===== src/rtl/uart_pkg.sv =====
// Shared constants, state encoding and helpers for the Wishbone UART.
package uart_pkg;

  localparam logic [1:0] REG_DATA   = 2'd0;
  localparam logic [1:0] REG_STATUS = 2'd1;
  localparam logic [1:0] REG_BAUD   = 2'd2;
  localparam logic [1:0] REG_CTRL   = 2'd3;

  localparam int ST_RX_AVAIL  = 0;
  localparam int ST_RX_FULL   = 1;
  localparam int ST_TX_EMPTY  = 2;
  localparam int ST_TX_FULL   = 3;
  localparam int ST_TX_BUSY   = 4;
  localparam int ST_RX_OVR    = 5;
  localparam int ST_FRAME_ERR = 6;
  localparam int ST_TX_OVF    = 7;

  localparam int CTRL_RX_IE = 0;
  localparam int CTRL_TX_IE = 1;
  localparam int CTRL_LOOP  = 2;

  localparam logic [15:0] MIN_DIV = 16'd4;

  typedef enum logic [1:0] {
    S_IDLE  = 2'd0,
    S_START = 2'd1,
    S_DATA  = 2'd2,
    S_STOP  = 2'd3
  } uart_state_e;

  function automatic logic [15:0] clamp_div(input logic [15:0] d);
    return (d < MIN_DIV) ? MIN_DIV : d;
  endfunction

endpackage


===== src/rtl/wb_uart_slave_if.sv =====
// Wishbone classic bus bundle between the MEM-stage master and the UART.
interface wb_uart_slave_if;
  logic [31:0] wb_adr_i;
  logic [31:0] wb_dat_i;
  logic [31:0] wb_dat_o;
  logic        wb_we_i;
  logic        wb_cyc_i;
  logic        wb_stb_i;
  logic        wb_ack_o;

  modport master (
    output wb_adr_i, wb_dat_i, wb_we_i,
    output wb_cyc_i, wb_stb_i,
    input  wb_dat_o, wb_ack_o
  );

  modport slave (
    input  wb_adr_i, wb_dat_i, wb_we_i,
    input  wb_cyc_i, wb_stb_i,
    output wb_dat_o, wb_ack_o
  );
endinterface


===== src/rtl/sync_fifo.sv =====
// Synchronous FIFO; pointers carry an extra wrap bit to tell full from empty.
module sync_fifo #(
  parameter  int WIDTH = 8,
  parameter  int DEPTH = 8,
  localparam int AW    = $clog2(DEPTH)
) (
  input  logic             clk,
  input  logic             rst,
  input  logic             i_push,
  input  logic [WIDTH-1:0] i_din,
  input  logic             i_pop,
  output logic [WIDTH-1:0] o_dout,
  output logic             o_full,
  output logic             o_empty,
  output logic [AW:0]      o_count
);

  logic [AW:0]      r_wp;
  logic [AW:0]      r_rp;
  logic [WIDTH-1:0] r_mem [DEPTH];
  logic             w_do_pop;
  logic             w_do_push;

  assign o_count = r_wp - r_rp;
  assign o_empty = (r_wp == r_rp);
  assign o_full  = (r_wp[AW] != r_rp[AW]) &&
                   (r_wp[AW-1:0] == r_rp[AW-1:0]);
  assign o_dout  = r_mem[r_rp[AW-1:0]];

  // a pop frees a slot, so a push into a full FIFO still lands
  assign w_do_pop  = i_pop & ~o_empty;
  assign w_do_push = i_push & (~o_full | w_do_pop);

  always_ff @(posedge clk) begin
    if (rst) begin
      r_wp <= '0;
      r_rp <= '0;
    end else begin
      if (w_do_push) r_wp <= r_wp + 1'b1;
      if (w_do_pop)  r_rp <= r_rp + 1'b1;
    end
  end

  always_ff @(posedge clk) begin
    if (w_do_push) r_mem[r_wp[AW-1:0]] <= i_din;
  end

endmodule


===== src/rtl/wb_uart_slave.sv =====
// Wishbone classic 8N1 UART: register block plus TX and RX bit engines.
module wb_uart_slave #(
  parameter int          FIFO_DEPTH = 8,
  parameter logic [15:0] DIV_RESET  = 16'd434
) (
  input  logic              clk,
  input  logic              rst,
  wb_uart_slave_if.slave    wb,
  input  logic              uart_rx,
  output logic              uart_tx,
  output logic              irq
);
  import uart_pkg::*;

  localparam int CW = $clog2(FIFO_DEPTH) + 1;

  logic        r_ack, r_irq;
  logic [31:0] r_dat_o;
  logic [15:0] r_div;
  logic [2:0]  r_ctrl;
  logic        r_rx_ovr, r_ferr, r_tx_ovf;
  logic        w_req, w_wr, w_rd, w_clr;
  logic [1:0]  w_off;
  logic [31:0] w_rdata;
  logic [7:0]  w_stat;

  logic          w_txf_push, w_txf_full, w_txf_empty;
  logic [7:0]    w_txf_head;
  logic [CW-1:0] w_txf_cnt;
  logic          w_rxf_push, w_rxf_pop, w_rxf_full, w_rxf_empty;
  logic [7:0]    w_rxf_head;
  logic [CW-1:0] w_rxf_cnt;

  uart_state_e r_tx_st, w_tx_st_n;
  logic [15:0] r_tx_cnt, w_tx_cnt_n, r_tx_div, w_tx_div_n;
  logic [2:0]  r_tx_bit, w_tx_bit_n;
  logic [7:0]  r_tx_sh, w_tx_sh_n;
  logic        w_tx_pop, w_tx_end, w_tx_busy, w_tx_line;

  uart_state_e r_rx_st, w_rx_st_n;
  logic [15:0] r_rx_cnt, w_rx_cnt_n, r_rx_div, w_rx_div_n;
  logic [2:0]  r_rx_bit, w_rx_bit_n;
  logic [7:0]  r_rx_sh, w_rx_sh_n;
  logic        r_rx_s1, r_rx_s2, r_rx_prev;
  logic        w_rx_src, w_rx_fall, w_rx_end, w_rx_mid, w_rx_ferr;
  logic        w_unused_bits;

  assign w_req = wb.wb_cyc_i & wb.wb_stb_i & ~r_ack;
  assign w_wr  = w_req & wb.wb_we_i;
  assign w_rd  = w_req & ~wb.wb_we_i;
  assign w_off = wb.wb_adr_i[3:2];
  assign w_clr = w_wr && (w_off == REG_STATUS);

  assign w_txf_push = w_wr && (w_off == REG_DATA);
  assign w_rxf_pop  = w_rd && (w_off == REG_DATA);

  assign wb.wb_ack_o = r_ack;
  assign wb.wb_dat_o = r_dat_o;
  assign irq         = r_irq;
  assign uart_tx     = w_tx_line;
  assign w_tx_busy   = (r_tx_st != S_IDLE);

  assign w_stat = {r_tx_ovf, r_ferr, r_rx_ovr, w_tx_busy,
                   w_txf_full, w_txf_empty, w_rxf_full, ~w_rxf_empty};

  assign w_unused_bits = ^{wb.wb_adr_i[31:4], wb.wb_adr_i[1:0],
                           wb.wb_dat_i[31:16], w_txf_cnt, w_rxf_cnt};

  always_comb begin
    w_rdata = '0;
    case (w_off)
      REG_DATA:   w_rdata = w_rxf_empty ? '0 : {24'b0, w_rxf_head};
      REG_STATUS: w_rdata = {24'b0, w_stat};
      REG_BAUD:   w_rdata = {16'b0, r_div};
      default:    w_rdata = {29'b0, r_ctrl};
    endcase
  end

  sync_fifo #(.WIDTH(8), .DEPTH(FIFO_DEPTH)) u_txf (
    .clk(clk), .rst(rst),
    .i_push(w_txf_push), .i_din(wb.wb_dat_i[7:0]),
    .i_pop(w_tx_pop), .o_dout(w_txf_head),
    .o_full(w_txf_full), .o_empty(w_txf_empty), .o_count(w_txf_cnt)
  );

  sync_fifo #(.WIDTH(8), .DEPTH(FIFO_DEPTH)) u_rxf (
    .clk(clk), .rst(rst),
    .i_push(w_rxf_push), .i_din(r_rx_sh),
    .i_pop(w_rxf_pop), .o_dout(w_rxf_head),
    .o_full(w_rxf_full), .o_empty(w_rxf_empty), .o_count(w_rxf_cnt)
  );

  // sticky flags: a same-cycle set beats a write-1-to-clear
  always_ff @(posedge clk) begin
    if (rst) begin
      r_ack    <= 1'b0;
      r_dat_o  <= '0;
      r_div    <= DIV_RESET;
      r_ctrl   <= '0;
      r_rx_ovr <= 1'b0;
      r_ferr   <= 1'b0;
      r_tx_ovf <= 1'b0;
      r_irq    <= 1'b0;
    end else begin
      r_ack   <= w_req;
      r_dat_o <= w_rd ? w_rdata : '0;
      if (w_wr && (w_off == REG_BAUD))
        r_div <= clamp_div(wb.wb_dat_i[15:0]);
      if (w_wr && (w_off == REG_CTRL))
        r_ctrl <= wb.wb_dat_i[2:0];
      r_tx_ovf <= (w_txf_push & w_txf_full & ~w_tx_pop) |
                  (r_tx_ovf & ~(w_clr & wb.wb_dat_i[ST_TX_OVF]));
      r_rx_ovr <= (w_rxf_push & w_rxf_full & ~w_rxf_pop) |
                  (r_rx_ovr & ~(w_clr & wb.wb_dat_i[ST_RX_OVR]));
      r_ferr   <= w_rx_ferr |
                  (r_ferr & ~(w_clr & wb.wb_dat_i[ST_FRAME_ERR]));
      r_irq    <= (r_ctrl[CTRL_RX_IE] & ~w_rxf_empty) |
                  (r_ctrl[CTRL_TX_IE] & w_txf_empty & ~w_tx_busy);
    end
  end

  always_ff @(posedge clk) begin
    if (rst) begin
      r_tx_st  <= S_IDLE;
      r_tx_cnt <= '0;
      r_tx_div <= DIV_RESET;
      r_tx_bit <= '0;
      r_tx_sh  <= '0;
    end else begin
      r_tx_st  <= w_tx_st_n;
      r_tx_cnt <= w_tx_cnt_n;
      r_tx_div <= w_tx_div_n;
      r_tx_bit <= w_tx_bit_n;
      r_tx_sh  <= w_tx_sh_n;
    end
  end

  assign w_tx_end = (r_tx_cnt == r_tx_div - 16'd1);

  always_comb begin
    w_tx_st_n  = r_tx_st;
    w_tx_cnt_n = r_tx_cnt + 16'd1;
    w_tx_div_n = r_tx_div;
    w_tx_bit_n = r_tx_bit;
    w_tx_sh_n  = r_tx_sh;
    w_tx_pop   = 1'b0;
    w_tx_line  = 1'b1;
    unique case (r_tx_st)
      S_IDLE: begin
        w_tx_cnt_n = '0;
        if (!w_txf_empty) begin
          w_tx_pop   = 1'b1;
          w_tx_sh_n  = w_txf_head;
          w_tx_div_n = r_div;
          w_tx_st_n  = S_START;
        end
      end
      S_START: begin
        w_tx_line = 1'b0;
        if (w_tx_end) begin
          w_tx_cnt_n = '0;
          w_tx_bit_n = '0;
          w_tx_st_n  = S_DATA;
        end
      end
      S_DATA: begin
        w_tx_line = r_tx_sh[0];
        if (w_tx_end) begin
          w_tx_cnt_n = '0;
          w_tx_sh_n  = {1'b0, r_tx_sh[7:1]};
          w_tx_bit_n = r_tx_bit + 3'd1;
          if (r_tx_bit == 3'd7) w_tx_st_n = S_STOP;
        end
      end
      S_STOP: begin
        if (w_tx_end) begin
          w_tx_cnt_n = '0;
          w_tx_st_n  = S_IDLE;
          // chain the next frame with no idle gap
          if (!w_txf_empty) begin
            w_tx_pop   = 1'b1;
            w_tx_sh_n  = w_txf_head;
            w_tx_div_n = r_div;
            w_tx_st_n  = S_START;
          end
        end
      end
      default: w_tx_st_n = S_IDLE;
    endcase
  end

  assign w_rx_src  = r_ctrl[CTRL_LOOP] ? w_tx_line : uart_rx;
  assign w_rx_fall = r_rx_prev & ~r_rx_s2;
  assign w_rx_end  = (r_rx_cnt == r_rx_div - 16'd1);
  assign w_rx_mid  = (r_rx_cnt == (r_rx_div >> 1) - 16'd1);

  always_ff @(posedge clk) begin
    if (rst) begin
      r_rx_s1   <= 1'b1;
      r_rx_s2   <= 1'b1;
      r_rx_prev <= 1'b1;
      r_rx_st   <= S_IDLE;
      r_rx_cnt  <= '0;
      r_rx_div  <= DIV_RESET;
      r_rx_bit  <= '0;
      r_rx_sh   <= '0;
    end else begin
      r_rx_s1   <= w_rx_src;
      r_rx_s2   <= r_rx_s1;
      r_rx_prev <= r_rx_s2;
      r_rx_st   <= w_rx_st_n;
      r_rx_cnt  <= w_rx_cnt_n;
      r_rx_div  <= w_rx_div_n;
      r_rx_bit  <= w_rx_bit_n;
      r_rx_sh   <= w_rx_sh_n;
    end
  end

  always_comb begin
    w_rx_st_n  = r_rx_st;
    w_rx_cnt_n = r_rx_cnt + 16'd1;
    w_rx_div_n = r_rx_div;
    w_rx_bit_n = r_rx_bit;
    w_rx_sh_n  = r_rx_sh;
    w_rxf_push = 1'b0;
    w_rx_ferr  = 1'b0;
    unique case (r_rx_st)
      S_IDLE: begin
        w_rx_cnt_n = '0;
        if (w_rx_fall) begin
          w_rx_div_n = r_div;
          w_rx_st_n  = S_START;
        end
      end
      S_START: begin
        if (w_rx_mid) begin
          w_rx_cnt_n = '0;
          w_rx_bit_n = '0;
          w_rx_st_n  = r_rx_s2 ? S_IDLE : S_DATA;
        end
      end
      S_DATA: begin
        if (w_rx_end) begin
          w_rx_cnt_n = '0;
          w_rx_sh_n  = {r_rx_s2, r_rx_sh[7:1]};
          w_rx_bit_n = r_rx_bit + 3'd1;
          if (r_rx_bit == 3'd7) w_rx_st_n = S_STOP;
        end
      end
      S_STOP: begin
        if (w_rx_end) begin
          w_rxf_push = r_rx_s2;
          w_rx_ferr  = ~r_rx_s2;
          w_rx_st_n  = S_IDLE;
        end
      end
      default: w_rx_st_n = S_IDLE;
    endcase
  end

endmodule


===== src/flat_wrapper.sv =====
// flat-port wrapper written by rule: the top's interface ports become plain ports
module wb_uart_slave_flat import uart_pkg::*;
#(
  parameter int          FIFO_DEPTH = 8,
  parameter logic [15:0] DIV_RESET  = 16'd434
)
  (clk, rst, uart_rx, uart_tx, irq, wb_wb_adr_i, wb_wb_dat_i, wb_wb_we_i, wb_wb_cyc_i, wb_wb_stb_i, wb_wb_dat_o, wb_wb_ack_o);
  wb_uart_slave_if wb_i ();
  input  logic clk;
  input  logic rst;
  input  logic uart_rx;
  output logic uart_tx;
  output logic irq;
  input wire logic [$bits(wb_i.wb_adr_i)-1:0] wb_wb_adr_i;
  input wire logic [$bits(wb_i.wb_dat_i)-1:0] wb_wb_dat_i;
  input wire logic [$bits(wb_i.wb_we_i)-1:0] wb_wb_we_i;
  input wire logic [$bits(wb_i.wb_cyc_i)-1:0] wb_wb_cyc_i;
  input wire logic [$bits(wb_i.wb_stb_i)-1:0] wb_wb_stb_i;
  output wire logic [$bits(wb_i.wb_dat_o)-1:0] wb_wb_dat_o;
  output wire logic [$bits(wb_i.wb_ack_o)-1:0] wb_wb_ack_o;
  assign wb_i.wb_adr_i = wb_wb_adr_i;
  assign wb_i.wb_dat_i = wb_wb_dat_i;
  assign wb_i.wb_we_i = wb_wb_we_i;
  assign wb_i.wb_cyc_i = wb_wb_cyc_i;
  assign wb_i.wb_stb_i = wb_wb_stb_i;
  assign wb_wb_dat_o = wb_i.wb_dat_o;
  assign wb_wb_ack_o = wb_i.wb_ack_o;
  wb_uart_slave #(.FIFO_DEPTH(FIFO_DEPTH), .DIV_RESET(DIV_RESET)) u_core (.clk(clk), .rst(rst), .wb(wb_i), .uart_rx(uart_rx), .uart_tx(uart_tx), .irq(irq));
endmodule

===== config.mk =====
export PLATFORM = sky130hd
export DESIGN_NAME = wb_uart_slave_flat
export DESIGN_NICKNAME = d
export VERILOG_FILES = /design/src/rtl/uart_pkg.sv /design/src/rtl/wb_uart_slave_if.sv /design/src/rtl/sync_fifo.sv /design/src/rtl/wb_uart_slave.sv /design/src/flat_wrapper.sv
export SDC_FILE = /design/constraint.sdc
export NUM_CORES = 1
export LEC_CHECK = 0
export CAP_MARGIN = 20
export CORE_UTILIZATION = 50
export DETAILED_ROUTE_END_ITERATION = 8
export PLACE_DENSITY = 0.7
export SYNTH_ARGS = -nofsm -noshare
export SYNTH_HDL_FRONTEND = slang
export SYNTH_SLANG_ARGS = --single-unit

===== constraint.sdc =====
create_clock -name clk -period 5.4 [get_ports clk]
set_clock_uncertainty 0.1 [all_clocks]
set_input_delay 1.35 -clock clk [delete_from_list [all_inputs] [get_ports clk]]
set_output_delay 1.35 -clock clk [all_outputs]
set_load 0.05 [all_outputs]

* Word-level counts from Yosys, hierarchy flattened
Memories as Yosys holds them, arrays and structs flattened. A register that Yosys moved wholly into a read port is not among the register bits.
Index checks and enable logic that the tools add are counted.
** Storage, ports and cells
- Register bits :: 165
- Bits in writable memories :: 128
- Input bits :: 70
- Memories kept :: 2
** Memories
- u_core.u_rxf.r_mem :: words 8, bits a word 8, rd ports 1, clocked after memory_dff 1, wr ports 1, line sync_fifo.sv:20 : logic [WIDTH-1:0] r_mem [DEPTH];
- u_core.u_txf.r_mem :: words 8, bits a word 8, rd ports 1, clocked after memory_dff 1, wr ports 1, line sync_fifo.sv:20
** Cells by class
- Add/subtract/negate cells :: 11
- Magnitude comparators :: 1
- Eq/ne operators :: 30
- Multiplexer cells :: 52
- Bitwise gates (word level) :: 42
- Reduce and logical (&&, ||, !) cells :: 25
** Operators by type and width (number)
- 2-to-1 mux 16 bit :: 6
- case mux 32 bit (3 select lines) :: 1
- case mux 16 bit (2 select lines) :: 2
- == test 16 bit :: 3
- case mux 16 bit (3 select lines) :: 1
- adder 16 x 1 -> 16 bit (second input constant) :: 2
- 2-to-1 mux 8 bit :: 4
- subtractor 16 x 1 -> 16 bit (second input constant) :: 2
- 2-to-1 mux 3 bit :: 8
- case mux 8 bit (3 select lines) :: 1
- bitwise AND 1 bit :: 22
- 2-to-1 mux 2 bit :: 11
- != test 2 x 1 -> 1 bit (second input constant) :: 9
- adder 4 x 1 -> 4 bit (second input constant) :: 4
- < comparator 16 x 3 -> 1 bit (second input constant) :: 1
- case mux 2 bit (4 select lines) :: 2
- subtractor 15 x 1 -> 16 bit (second input constant) :: 1
- inverter 1 bit :: 14
- == test 2 bit (second input constant) :: 6
- 2-to-1 mux 1 bit :: 12
- case mux 3 bit (2 select lines) :: 2
- AND reduction 5 bit :: 2
- AND reduction 3 bit :: 3
- == test 4 bit :: 2
- 15 further kinds :: 40

* Longest topological paths before layout
- Depth in word-level cells :: 9
- Gate-level depth with buffers :: 15

* Hierarchy
Synthesis repeated with hierarchy kept, for this count alone.
** Unflattened totals
- Cell total of the unflattened synthesis :: 1240
- Area total of the unflattened synthesis :: 13560.5 sq um
** By module, submodules not included
- wb_uart_slave :: times used 1, cells an instance 908, area each 7357.1 sq um
- sync_fifo :: times used 2, cells an instance 166, area each 3101.7 sq um

* Worst setup path after synthesis
No wires, ideal clock.
- Kind :: register to register
- From :: register u_core.r_tx_div[0]
- To :: memory u_core.u_txf.r_mem[4][0], enable pin
- Setup time :: 0.395 ns
- Arrival time :: 3.597 ns
- Data required time :: 4.905 ns
- Slack :: 1.308 ns
- Stages on the path, launching flop included :: 13
- Buffers on the path :: 2
- Period minus slack after synthesis :: 4.092 ns
- Path through :: dfxtp_1 buf_6 inv_1 ha_1 buf_2 nand2b_1 o41a_1 or4_1 or4_4 nor3_1 a22oi_2 a21boi_2 nor4bb_1
** On the way
- Longest elaborated chain between the ends :: 9
** Ends and longest elaborated chain
- start: declaration :: line wb_uart_slave.sv:35 : logic [15:0] r_tx_cnt, w_tx_cnt_n, r_tx_div, w_tx_div_n;
- start signal: assignment :: line wb_uart_slave.sv:132 : r_tx_div <= w_tx_div_n;
- subtractor 16 x 1 -> 16 bit :: line wb_uart_slave.sv:138 : assign w_tx_end = (r_tx_cnt == r_tx_div - 16'd1);
- == test 16 bit :: line wb_uart_slave.sv:138
- 2-to-1 mux 1 bit :: line wb_uart_slave.sv:176 : if (w_tx_end) begin
- case mux 1 bit (2 select lines) :: line wb_uart_slave.sv:148 : unique case (r_tx_st)
- bitwise AND 1 bit :: line sync_fifo.sv:31 : assign w_do_pop = i_pop & ~o_empty;
- OR 1 bit :: line sync_fifo.sv:32 : assign w_do_push = i_push & (~o_full | w_do_pop);
- bitwise AND 1 bit :: line sync_fifo.sv:32
- 2-to-1 mux 1 bit :: line sync_fifo.sv:45 : if (w_do_push) r_mem[r_wp[AW-1:0]] <= i_din;
- 2-to-1 mux 1 bit (not written as such) :: line sync_fifo.sv:45
- end: declaration :: line sync_fifo.sv:20
No other way between the ends.

* Worst setup path after layout
- From :: register u_core.r_rx_div[2]
- To :: memory u_core.u_rxf.r_mem[6][4], enable pin
** On the way
- Longest elaborated chain between the ends :: 7
** Ends and longest elaborated chain
- start: declaration :: line wb_uart_slave.sv:41 : logic [15:0] r_rx_cnt, w_rx_cnt_n, r_rx_div, w_rx_div_n;
- start signal: assignment :: line wb_uart_slave.sv:213 : r_rx_div <= w_rx_div_n;
- subtractor 16 x 1 -> 16 bit :: line wb_uart_slave.sv:194 : assign w_rx_end = (r_rx_cnt == r_rx_div - 16'd1);
- == test 16 bit :: line wb_uart_slave.sv:194
- 2-to-1 mux 1 bit :: line wb_uart_slave.sv:251 : if (w_rx_end) begin
- 2-to-1 mux 1 bit :: line wb_uart_slave.sv:227 : unique case (r_rx_st)
- bitwise AND 1 bit :: line sync_fifo.sv:32
- 2-to-1 mux 1 bit :: line sync_fifo.sv:45
- 2-to-1 mux 1 bit (not written as such) :: line sync_fifo.sv:45
- end: declaration :: line sync_fifo.sv:20
No other way between the ends.

==> out/metrics.yaml <==
synthTopCellsByArea: "edfxtp_1 29%, dfxtp_1 24%, mux4_2 5.5%, mux2i_1 4.0%, xor2_1 3.7%"
grt_pass1_wl_mm: 44.1
worstPathRequired_ns: 5.48
final_cell_mix: "155 x dfxtp_1, 128 x edfxtp_1, 118 x nand2_1"
whs_endpoint: "u_core.r_rx_s2"
synth_ff_type: "dfxtp_1"
ys_types: 87
antenna_left: 0
gp_congestion: 0.895
die_x_um: 164
timing.rr.end: "u_core.u_rxf.r_mem[6][4]"
drcViolationCount: 0
worstMarginPinSlew_ns: 1.04
grt_max_degree: 74
crit_fanout: 9
synth_largest_area_cell: "edfxtp_1"
r2r_start: "u_core.r_rx_div[2]"
rows: 58
avgSynthCellArea_um2: 11.2
die_h_um: 164
synth_top_area_share_pct: 29.3
fp.dieArea_mm2: 0.0269
wl_mm: 27.6
cp-startpoint: "u_core.r_rx_div[2]"
ys_seq_area_share_pct: 53.0
clk_latency_ns: 0.56
maxCapViolCount: 0
syn_to_final_growth_pct: 13.3
clock_sinks: 283
max_freq_mhz: 222
status: "finished, final reports clean"
hold_viol: 0
finalSetupViolCount: 0
reg2reg_slack_ns: 0.89
fillers: 2103
firstDrtPassIters: 7
post-dp-hpwl_mm: 19.2
syn_area_mm2: 0.0131
setup_tns_ns: 0
drive_gt1_share_pct: 11.1
grt_pass1_vias: 8298
htree_levels: 1
vias: 8869
p_per_area_mw_per_mm2: 355
start_kind: "register"
hold_depth: 1
final_util_pct: 58.3
synth_edf_count: 128
synthArstFlopShare_pct: 0
netlist_instances: 1175
hold_buffers: 0
clk_pin_slew_ns: 0.06
initialDrtViolationCount: 556
post_cts_buffers: 0
start_util_pct: 51.5
grt-ovfl-total: 0
ir_drop_mv: 0.267
slew_headroom_pct: 29.8
vias_per_cell: 5.71
cts_buffer_depth: 3
fin_nets: 1292
coreArea_mm2: 0.0255
crit_arrival_ns: 4.59
root_buffer: "clkbuf_16"
critical_path_class: "reg2reg"
hp-class: "reg2reg"
rsz0062_at_grt: "no"
ios: 105
rr_worst_depth: 10
antenna_found_initial: 1
yosys_warnings: 0
p_leak_uw: 0.00508
port_buffers: 42
end_kind: "register"
tritoncts: "done"
gr-usage-all-layers_pct: 21.0
period_minus_slack_ns: 4.51
hold_start: "u_core.r_rx_s1"
fin_crit_sh_pct: 83.5
ys_ff_latch: 283
wl_per_cell_um: 17.8
cts_made_buffers: 30
cts_resized: 0
layout_commonest_cell: "dfxtp_1"
slew_violations: 0
-- sequential cells by signal, summed over array words and instances, names as in the netlist, 2 cells and up, named ones only --
name	count
u_core.r_rx_bit	3
u_core.r_ctrl	3
u_core.u_rxf.r_mem	64
u_core.r_tx_sh	8
u_core.r_tx_st	2
u_core.r_tx_cnt	16
u_core.u_rxf.r_rp	4
u_core.r_div	16
u_core.r_rx_cnt	16
u_core.r_rx_sh	8
u_core.u_txf.r_wp	4
u_core.r_tx_bit	3
u_core.u_txf.r_mem	64
u_core.wb.wb_dat_o	16
u_core.r_tx_div	16
u_core.r_rx_div	16
u_core.u_rxf.r_wp	4
u_core.u_txf.r_rp	4
-- cells in the mapped netlist, drive strengths merged, types with 3 or more instances --
cell	number
nand2	118
and3	17
nor4b	5
nand4b	4
and2	4
buf	33
nand4	13
o211ai	8
nand3b	4
mux2i	53
clkbuf	51
xnor2	44
a31oi	8
inv	27
or3	6
o2111ai	6
a21oi	52
a22oi	3
dfxtp	155
o311ai	3
nor4	14
nor3b	6
o21ai	24
and4b	4
xor2	56
and4	5
nand3	38
nor3	21
nor2b	9
or2	3
o21a	4
nor2	117
o31ai	6
a211oi	6
edfxtp	128
ha	22
a221oi	7
or4	11
mux4	32
mux2	5
nand2b	7
-- per-stage QoR --
stage               setup slack [ns]  power [uW]  instance area, um^2  std cells  hold WS (ns)
CTS                            0.980        5300                14800       1551         0.343
global route                   0.637        5470                14900       1553         0.348
finish                         0.889        5280                14900       1554         0.347
floorplan                       1.31        2940                13200       1190         0.289
detailed placement             0.995        3060                13700       1496         0.321
global placement                1.03        3050                13700       1496         0.329
-- cells by family after synthesis --
logic type,Yosys count,share of synthesized area [%]
mux,90,9.98
xor+xnor,100,6.74
simple gates,414,16.0
flops,283,53.0
buf+inv,111,4.12
compound gates,154,8.07
fa+ha+maj,22,2.10
other cells,1,0.0286
-- critical path, cell delays in order, from the launching register on --
cell and delay [ns]:
dfxtp_1 0.41, inv_1 0.10, ha_1 0.25, nor3b_1 0.64
nand4_1 0.22, xnor2_1 0.21, nor4_1 0.40, o2111ai_1 0.28
nand4bb_1 0.39, or3_1 0.45, nor2_1 0.67
-- final cells by class --
| type | count | area [um^2] | area share (%) |
|---|---|---|---|
| diodes | 1 | 2.50 | 0.0168 |
| flip-flops and latches | 283 | 6950 | 46.8 |
| clock buffers | 44 | 940 | 6.33 |
| inverters | 27 | 101 | 0.682 |
| multi-input cells | 796 | 5680 | 38.2 |
| repair buffers | 62 | 593 | 3.99 |
| clock inverters | 11 | 176 | 1.19 |
| well taps | 330 | 413 | 2.78 |
-- where the power goes --
group          switching (uW)  internal, uW
Sequential               67.2          2280
Combinational             395           293
Clock                     844          1400
-- worst max path at each step --
stage	to	slack, ns	cells after the start
2_1_floorplan	u_core.u_txf.r_mem[4][0]	1.31	12
3_3_place_gp	u_core.u_rxf.r_mem[6][2]	1.03	6
3_5_place_dp	u_core.u_rxf.r_mem[6][3]	0.99	6
4_1_cts	u_core.u_rxf.r_mem[6][2]	0.98	10
5_1_grt	u_core.u_rxf.r_mem[6][2]	0.64	10
6_report	u_core.u_rxf.r_mem[6][4]	0.89	10
-- per-layer routing --
layer / vias to the layer above / global-route usage (%) / routed length (um)
met5: - / 0 / 0
met4: 0 / 6.65 / 797
met3: 48 / 3.03 / 1230
met2: 208 / 34.8 / 13100
met1: 4326 / 28.4 / 12600
li1: 4287 / - / -
Note: power is estimated with default switching activity, not from simulation.
==> RTL edit: new RTL, same flow settings <==
Register the output `irq` once more, without a reset; this adds one clock of latency there. The other outputs are not delayed to match.
--- a/src/rtl/wb_uart_slave.sv
+++ b/src/rtl/wb_uart_slave.sv
@@ -58,3 +58,5 @@
   assign wb.wb_dat_o = r_dat_o;
-  assign irq         = r_irq;
+  always_ff @(posedge clk) begin
+    irq <= r_irq;
+  end
   assign uart_tx     = w_tx_line;
Formal check against the unedited RTL: not equivalent (a bounded check fails within 4 cycles, from zero or initial values and one cycle with rst high).
==> RTL edit against the original RTL <==
  * Setup slack better by 0.24 ns
  * Wire length is 1.4% lower
  * Final cell count is 1.2% higher
  * Via count is 1.1% lower
  * Cell area is 0.25% lower
  * First-iteration DRC count is 40% higher
  * Total power is 7.0% lower
  * Register-to-register slack better by 0.29 ns
  * Area after synthesis hardly changed
  * Sequential cell count is 1 higher
  * Critical endpoint is now uart_tx
  * Largest power group unchanged
==> RTL edit: results (changes against the original RTL) <==
p_leak_nw: 5.01  # was 5.08 nW
crit-reg2reg-launch: "u_core.r_tx_div[0]"  # was u_core.r_rx_div[2]
yosys-top-cells-count: "156 x dfxtp_1, 138 x nor2_1, 128 x edfxtp_1, 105 x nand2_1, 60 x xnor2_1"  # was 155 x dfxtp_1, 128 x edfxtp_1, 118 x nand2_1, 117 x nor2_1, 56 x xor2_1
outcome: "finished clean"  # unchanged
drive_gt1_frac: 0.105  # was 0.111
vias: 8775  # was 8,869
synth_cells: 1189  # was 1,175
synth_fa_ha_area_frac: 0.0210  # about the same
cp_max_fo: 19  # was 9
grt_usage: 0.205  # was 0.210
buffers: 66  # was 62
num-nets-final: 1313  # was 1,292
cp_top_family: "buffers and inverters"  # was simple AND/OR/NAND/NOR gates
hold_slack_ns: 0.228  # was 0.347 ns
synth_xor_area_frac: 0.0662  # was 0.0674
synth_compound_area_frac: 0.0774  # was 0.0807
ir_drop_mv: 0.217  # was 0.267 mV
period_share: 0.791  # was 0.835
worstHoldStart: "u_core.r_irq"  # was u_core.r_rx_s1
min_path_cells: 0  # was 1
dpl-instance-area_um2: 13800  # was 13,700 µm²
area_share_clock_buf_inv: 0.0651  # was 0.0751
final_cells: 1573  # was 1,554
grt_max_degree: 59  # was 74
ys_ff_latch: 284  # was 283
pre_cts_slack_ns: 1.08  # was 0.995 ns
pwr-share-clk: 0.408  # was 0.425
synthMuxAreaShare: 0.101  # was 0.0998
ff2ff_setup_slack_ns: 1.18  # was 0.89 ns
drtPass1Iterations: 5  # was 7
power_clock_mw: 2.00  # was 2.24 mW
min_to: "u_core.irq"  # was u_core.r_rx_s2
drt-total-wl_um: 27300  # was 27,600 µm
diodes: 0  # was 1
critical_path.startpoint: "u_core.r_tx_st[0]"  # was u_core.r_rx_div[2]
synth.distinct_cells: 71  # was 87
dp.cells: 1517  # was 1,496
pg_comb_mw: 0.546  # was 0.688 mW
synth_area_leaders: "edfxtp_1 29%, dfxtp_1 24%, mux4_2 5.5%"  # unchanged
cts_made_buffers: 29  # was 30
grt_pass1_vias: 8245  # was 8,298
synthToLayoutAreaGrowth_pct: 13.1  # was 13.3%
reg2reg_to: "u_core.u_txf.r_mem[6][1]"  # was u_core.u_rxf.r_mem[6][4]
critPathCapture: "uart_tx"  # was u_core.u_rxf.r_mem[6][4]
slew_headroom: 0.366  # was 0.298
p_sw_mw: 1.18  # was 1.31 mW
seqAreaFraction: 0.470  # was 0.468
[RTL edit: changes by cell type after synthesis, sizes merged, moves of 6 or more]
cell	unedited run	this run
xor2	56	39
nor2b	9	16
nand3b	4	13
nor3b	6	12
buf	33	25
and3	17	24
nor2	117	138
xnor2	44	60
nand4	13	7
a211o	2	8
nand2	118	105
nand3	38	32
[RTL edit: worst register-to-register path, cell delays in order (launching register included)]
cell,delay (ns)
dfxtp_1,0.37
inv_1,0.08
ha_1,0.28
nor3b_1,0.64
a21oi_1,0.14
a2111oi_0,0.51
nand2_1,0.11
nor4_1,0.48
nand3_1,0.27
a21o_1,0.26
nor2_1,0.60
[RTL edit: per-layer routing]
metal,vias to the layer above,global-route usage,wire length [µm]
li1,4328,-,-
met1,4210,0.279,12500
met2,196,0.344,13100
met3,41,0.0303,1200
met4,0,0.0467,462
met5,-,0,0
